## config.mk

```make
export PLATFORM = sky130hd
export DESIGN_NAME = divide_sequencer
export DESIGN_NICKNAME = d
export VERILOG_FILES = /design/src/rtl/divide_sequencer.sv
export SDC_FILE = /design/constraint.sdc
export NUM_CORES = 1
export LEC_CHECK = 0
export ABC_CLOCK_PERIOD_IN_PS = 3850
export CAP_MARGIN = 40
export CORE_MARGIN = 2
export CORE_UTILIZATION = 30
export CTS_CLUSTER_SIZE = 20
export DETAILED_ROUTE_END_ITERATION = 8
export PLACE_DENSITY = 0.58
export SYNTH_ARGS = -nofsm -noshare
export SYNTH_HDL_FRONTEND = slang
export SYNTH_SLANG_ARGS = --single-unit
```

## constraint.sdc

```tcl
create_clock -name clock -period 3.85 [get_ports clock]
set_input_delay 0.9625 -clock clock [delete_from_list [all_inputs] [get_ports clock]]
set_output_delay 0.9625 -clock clock [all_outputs]
set_load 0.05 [all_outputs]
```

## src/rtl/divide_sequencer.sv

```systemverilog
// Multi-cycle radix-2 restoring divider with its own sequencing FSM.
// Signed operands run on magnitudes; signs are restored in a fix-up cycle.
module divide_sequencer #(
    parameter int WIDTH = 32
) (
    input  logic             clock,
    input  logic             reset,
    input  logic             start,
    input  logic             is_signed,
    input  logic [WIDTH-1:0] numer,
    input  logic [WIDTH-1:0] denom,
    input  logic             abort,
    output logic             busy,
    output logic             done,
    output logic [WIDTH-1:0] quotient,
    output logic [WIDTH-1:0] remainder,
    output logic             divide_by_zero
);

    localparam int CW = $clog2(WIDTH + 1);
    localparam logic [CW-1:0] LAST = CW'(WIDTH - 1);

    typedef enum logic [2:0] {
        IDLE,
        PREP,
        ITERATE,
        FIX,
        DONE
    } state_t;

    state_t           state_q, state_d;
    logic             is_signed_q, is_signed_d;
    logic [WIDTH-1:0] numer_q, numer_d;
    logic [WIDTH-1:0] denom_q, denom_d;
    logic [WIDTH-1:0] dvd_q, dvd_d;
    logic [WIDTH-1:0] dvs_q, dvs_d;
    logic [WIDTH-1:0] rem_q, rem_d;
    logic [CW-1:0]    cnt_q, cnt_d;
    logic             sign_q_q, sign_q_d;
    logic             sign_r_q, sign_r_d;
    logic [WIDTH-1:0] quotient_q, quotient_d;
    logic [WIDTH-1:0] remainder_q, remainder_d;
    logic             dbz_q, dbz_d;

    logic             numer_neg;
    logic             denom_neg;
    logic [WIDTH:0]   shifted;
    logic [WIDTH:0]   diff;

    always_comb begin
        state_d     = state_q;
        is_signed_d = is_signed_q;
        numer_d     = numer_q;
        denom_d     = denom_q;
        dvd_d       = dvd_q;
        dvs_d       = dvs_q;
        rem_d       = rem_q;
        cnt_d       = cnt_q;
        sign_q_d    = sign_q_q;
        sign_r_d    = sign_r_q;
        quotient_d  = quotient_q;
        remainder_d = remainder_q;
        dbz_d       = dbz_q;

        numer_neg = is_signed_q & numer_q[WIDTH-1];
        denom_neg = is_signed_q & denom_q[WIDTH-1];
        // Partial remainder is always below the divisor, so WIDTH+1 bits hold the trial.
        shifted = {rem_q, dvd_q[WIDTH-1]};
        diff    = shifted - {1'b0, dvs_q};

        unique case (state_q)
            IDLE: begin
                if (start && !abort) begin
                    is_signed_d = is_signed;
                    numer_d     = numer;
                    denom_d     = denom;
                    state_d     = PREP;
                end
            end
            PREP: begin
                if (abort) begin
                    state_d = IDLE;
                end else if (denom_q == '0) begin
                    quotient_d  = '1;
                    remainder_d = numer_q;
                    dbz_d       = 1'b1;
                    state_d     = DONE;
                end else begin
                    dvd_d    = numer_neg ? -numer_q : numer_q;
                    dvs_d    = denom_neg ? -denom_q : denom_q;
                    sign_q_d = numer_neg ^ denom_neg;
                    sign_r_d = numer_neg;
                    rem_d    = '0;
                    cnt_d    = '0;
                    state_d  = ITERATE;
                end
            end
            ITERATE: begin
                if (abort) begin
                    state_d = IDLE;
                end else begin
                    if (!diff[WIDTH]) begin
                        rem_d = diff[WIDTH-1:0];
                        dvd_d = {dvd_q[WIDTH-2:0], 1'b1};
                    end else begin
                        rem_d = shifted[WIDTH-1:0];
                        dvd_d = {dvd_q[WIDTH-2:0], 1'b0};
                    end
                    cnt_d = cnt_q + CW'(1);
                    if (cnt_q == LAST) begin
                        state_d = FIX;
                    end
                end
            end
            FIX: begin
                if (abort) begin
                    state_d = IDLE;
                end else begin
                    quotient_d  = sign_q_q ? -dvd_q : dvd_q;
                    remainder_d = sign_r_q ? -rem_q : rem_q;
                    dbz_d       = 1'b0;
                    state_d     = DONE;
                end
            end
            DONE: begin
                state_d = IDLE;
            end
            default: begin
                state_d = IDLE;
            end
        endcase
    end

    always_ff @(posedge clock) begin
        if (reset) begin
            state_q     <= IDLE;
            is_signed_q <= 1'b0;
            numer_q     <= '0;
            denom_q     <= '0;
            dvd_q       <= '0;
            dvs_q       <= '0;
            rem_q       <= '0;
            cnt_q       <= '0;
            sign_q_q    <= 1'b0;
            sign_r_q    <= 1'b0;
            quotient_q  <= '0;
            remainder_q <= '0;
            dbz_q       <= 1'b0;
        end else begin
            state_q     <= state_d;
            is_signed_q <= is_signed_d;
            numer_q     <= numer_d;
            denom_q     <= denom_d;
            dvd_q       <= dvd_d;
            dvs_q       <= dvs_d;
            rem_q       <= rem_d;
            cnt_q       <= cnt_d;
            sign_q_q    <= sign_q_d;
            sign_r_q    <= sign_r_d;
            quotient_q  <= quotient_d;
            remainder_q <= remainder_d;
            dbz_q       <= dbz_d;
        end
    end

    assign busy = (state_q == PREP) || (state_q == ITERATE) || (state_q == FIX);
    assign done = (state_q == DONE);
    assign quotient       = quotient_q;
    assign remainder      = remainder_q;
    assign divide_by_zero = dbz_q;

endmodule

```

# Yosys cells after proc, flatten, opt, wreduce, memory -nomap -nowiden
# Index checks and enable logic that the tools add are counted.
[classes] n_eq_ne=12 muxes=37 n_reduce_logical=13 bitwise=5 addsub=6
[ops] cell="$mux W32" count=17
[ops] cell="$pmux W32 S2" count=4
[ops] cell="$neg A32 Y32" count=4
[ops] cell="$sub A33 B32 Y33" count=1
[ops] cell="$logic_not A32 Y1" count=1
[ops] cell="$mux W3" count=6
[ops] cell="$mux W6" count=3
[ops] cell="$ne A2 B2 Y1 const B" count=6
[ops] cell="$pmux W3 S4" count=1
[ops] cell="$pmux W6 S2" count=1
[ops] cell="$reduce_and A4 Y1" count=2
[ops] cell="$add A6 B1 Y6 const B" count=1
[ops] cell="$eq A3 B2 Y1 const B" count=2
[ops] cell="$eq A6 B5 Y1 const B" count=1
[ops] cell="$mux W1" count=4
[ops] cell="$reduce_and A2 Y1" count=2
[ops] cell="$reduce_bool A2 Y1" count=2
[ops] cell="$eq A3 B1 Y1 const B" count=1
[ops] cell="$eq A3 B3 Y1 const B" count=1
[ops] cell="$logic_not A3 Y1" count=1
[ops] cell="$ne A3 B3 Y1 const B" count=1
[ops] cell="$reduce_and A3 Y1" count=1
[ops] cell="$and A1 B1 Y1" count=2
[ops] cell="$logic_or A1 B1 Y1" count=2
[ops] cell="5 further kinds" count=6
[word_totals] register_bits=237 output_inout_bits=67

# Logic depth before layout (Yosys ltp)
[logic_depth] word_depth=5 depth_mapped=13 depth_no_buf=12

# Worst setup path before layout
# Ideal clock, no wire load.
[synth_path] kind="reg2reg" start="register dvd_q[31]" end="register dvd_q[0]" path_stages_with_launch=14 t_arrival_ns=2.769 path_buffers=1 period_less_slack_ns=2.903 setup_ns=0.134 setup_slack_ns=0.947 required_time_ns=3.716 path_cell_list="dfxtp_1 > inv_1 > ha_1 > fa_1 > nand2b_1 > a211oi_1 > o31ai_1 > o221ai_2 > a41oi_2 > xor2_1 > buf_2 > nor2_1 > a211oi_1 > a211oi_1"
[synth_via] elab_chain_len=4
[synth_rtl] item="start, declared" line="35" source="logic [WIDTH-1:0] dvd_q, dvd_d;"
[synth_rtl] item="start signal, assigned" line="154" source="dvd_q <= dvd_d;"
[synth_rtl] item="$sub A33 B32 Y33" line="69" source="diff = shifted - {1'b0, dvs_q};"
[synth_rtl] item="$mux W1" line="102" source="if (!diff[WIDTH]) begin"
[synth_rtl] item="$mux W32" line="99" source="if (abort) begin"
[synth_rtl] item="$pmux W32 S2" line="71" source="unique case (state_q)"
# Every way passes these cells. The select of a mux whose other input is x is not followed.
# A chain may end at the register's enable or synchronous reset.

# Final worst setup path
[layout_path] start="register dvd_q[31]" end="register rem_q[24]"
[layout_via] elab_chain_len=4
[layout_rtl] item="$sub A33 B32 Y33" line="69"
[layout_rtl] item="$mux W32" line="102"
[layout_rtl] item="$mux W32" line="99"
[layout_rtl] item="$pmux W32 S2" line="71"
[layout_rtl] item="end signal, assigned" line="156" source="rem_q <= rem_d;"
[layout_rtl] item="end, declared" line="37" source="logic [WIDTH-1:0] rem_q, rem_d;"
# Every way passes these cells. The select of a mux whose other input is x is not followed.

==> impl_metrics.csv <==
group,metric,value,unit
cells_and_area,fin_cells,2420,
sta,fmax,0.292,GHz
sta,fin_crit_sh,89.1,%
drt,wire_per_inst,17.3,um
setup_path,crit_fanout,20,
placed_design,place.gp.congestion,0.874,
cts,cts-resized-gates,0,
die,dieHeight,215,um
setup_path,critPathKind,"register to register",
cts,clock_latency,0.58,ns
synthesis,netlist_area,13300,um^2
die,rows,77,
cells_and_area,final_common_cell,"nand2_1",
cells_and_area,drive_gt1_share,6.18,%
pwr,peakVddDrop,0.000265,V
cts,cts_made_buffers,27,
global_route,grt_pass1_vias,11700,
synthesis,synth-edff-count,0,
sta,setup_tns,0,ns
synthesis,async_flop_share,0,%
drt,via_per_inst,5.10,
sta,setup_violations,0,
die,initial_core_util,30.2,%
setup_path,worstSetupEndpointType,"register",
drt,ant_nets,0,
setup_path,start_kind,"register",
cts,cts_root_buf,"clkbuf_16",
pwr,power_density,389,nW/um^2
job,maxCapViolCount,0,
cells_and_area,diodes,0,
global_route,grt_usage,17.7,%
global_route,antenna_found_initial,0,
die,die_width,215,um
hold_path,hp-class,"register to register",
die,core-area,44000,um^2
synthesis,synth-seq-cells,237,
sta,worst_pin_slew,0.899,ns
sta,hold_violations,0,
setup_path,worstPathRequired,4.29,ns
cts,clk_pin_slew_worst_paths,0.07,ns
global_route,grt_pass1_wl,66.1,mm
sta,period_minus_slack,3.43,ns
drt,drt_iter0_markers,809,
cells_and_area,utilization,36.6,%
pwr,p_total,6.28,mW
cells_and_area,fin_nets,1919,
cells_and_area,fin_area,16100,um^2
die,dieArea,46000,um^2
sta,drv_slew,0,
cts,cts-root-to-sink-buffers,3,
cts,h-tree-depth,1,
drt,vias,12300,
placed_design,place.port_buffers,135,
drt,drtPass1Iterations,5,
drt,drc,0,
cells_and_area,area.growth.synth_to_final,21.3,%
setup_path,arrival,3.87,ns
cts,cts.sinks,237,
sta,fin_skew,0.0335,ns
synthesis,synth.distinct_cells,73,
cts,cts_hold_buf,0,
sta,slew_headroom,40.0,%
pwr,leakagePower,5.87,nW
cells_and_area,fillers,4602,
synthesis,synth_nets,1841,
placed_design,hpwlAfterDp,31.3,mm
placed_design,placed_cells,2375,
synthesis,synth_top_flop_cell,"dfxtp_1",
synthesis,syn_avg_cell_area,7.67,um^2
synthesis,yosysWarnings,0,
cells_and_area,layout_common_cells,"nand2_1 (306), dfxtp_1 (237), a21oi_1 (195), nor2_1 (165), clkdlybuf4s50_1 (134)",
cts,cts_tree,"done",
die,io_pins,136,
global_route,grt_max_degree,73,
status,status,"finished, final reports clean",
sta,rsz0062_at_grt,"no",
placed_design,place_area,15200,um^2
global_route,grt-ovfl-total,0,
drt,finalWirelength,41.9,mm
cts,postCtsSetupBuffers,0,
synthesis,synth_seq_area_share,35.7,%
synthesis,postSynthCellCount,1734,
kinds of logic after synthesis:
| group | Yosys count | share of synthesized area (%) |
|---|---|---|
| muxes | 5 | 0.376 |
| xor gates and xnor gates | 145 | 9.55 |
| buffers and inverters | 165 | 5.00 |
| and+or+nand+nor | 629 | 21.1 |
| AOI/OAI and AO/OA | 515 | 24.6 |
| adders and majority gates | 38 | 3.63 |
| DFF | 237 | 35.7 |
cell usage after synthesis (all sizes together), types with 6 or more instances:
master | number | area share, %
o21ai | 87 | 3.3
nor3 | 28 | 1.3
o211ai | 42 | 2.4
nor2b | 9 | 0.42
or3 | 14 | 0.66
inv | 52 | 1.5
o41ai | 16 | 1.2
ha | 37 | 3.5
buf | 30 | 1.2
nand3 | 30 | 1.2
nor2 | 169 | 4.8
a22o | 12 | 0.79
nor4 | 7 | 0.49
o31ai | 30 | 1.7
nand4 | 7 | 0.33
a211oi | 89 | 5.0
clkbuf | 83 | 2.4
or4 | 15 | 0.99
xnor2 | 46 | 3.0
dfxtp | 237 | 36
and2 | 7 | 0.33
and3 | 6 | 0.28
or2 | 7 | 0.33
a21o | 11 | 0.62
xor2 | 99 | 6.5
a21oi | 197 | 7.5
nand2b | 10 | 0.49
nand2 | 308 | 8.7
a31oi | 7 | 0.38
report_power, final:
part | internal, mW | total (mW) | switching (mW)
clock | 1.56 | 2.66 | 1.10
sequential | 2.51 | 2.59 | 0.0811
combinational | 0.409 | 1.03 | 0.620
layer usage:
| layer | share of wire, % | routed length, um | track usage (%) | up-vias |
|---|---|---|---|---|
| li1 | - | - | - | 6228 |
| met3 | 4.3 | 1790 | 2.55 | 61 |
| met5 | 0 | 0 | 0 | - |
| met4 | 2.2 | 919 | 4.00 | 0 |
| met1 | 46 | 19100 | 23.3 | 5764 |
| met2 | 48 | 20000 | 30.6 | 289 |
flip-flops by register name (all words and copies together), names as in the netlist:
register / count
sign_r_q: 1
divide_by_zero: 1
denom_q: 32
state_q: 3
is_signed_q: 1
dvs_q: 32
sign_q_q: 1
cnt_q: 6
dvd_q: 32
remainder: 32
rem_q: 32
numer_q: 32
quotient: 32
critical path, cell delays in order (launching register included):
cell and delay [ns]:
dfxtp_1 0.41, inv_1 0.06, ha_1 0.22, fa_1 0.39
nand2b_1 0.16, a211oi_1 0.34, o31ai_1 0.24, o221ai_2 0.35
a41oi_2 0.24, xor2_4 0.28, buf_4 0.28, mux2i_1 0.25
o21ai_1 0.07
metrics by stage:
stage               setup slack [ns]  hold WS, ns
floorplan                      0.947        0.432
global placement               0.602        0.442
detailed placement             0.521        0.451
CTS                            0.467        0.459
global route                   0.212        0.470
finish                         0.421        0.459
worst paths after layout:
check / start / to / slack, ns / depth (start not counted)
worst max-delay path: dvd_q[31] / rem_q[24] / 0.42 / 12
worst min-delay path: remainder[11] / remainder[11] / 0.46 / 2
worst max register to register: dvd_q[31] / rem_q[24] / 0.42 / 12
worst min register to register: remainder[11] / remainder[11] / 0.46 / 2
area by class of cell:
class	count	area [um^2]	area share [%]
clock inverter	11	159	0.985
timing repair buffer	162	1610	10.0
inverter	52	195	1.21
sequential	237	4740	29.4
tap	592	741	4.59
multi-input combinational	1332	7930	49.2
clock buffer	34	742	4.60
Note: power is estimated with default switching activity, not from simulation.
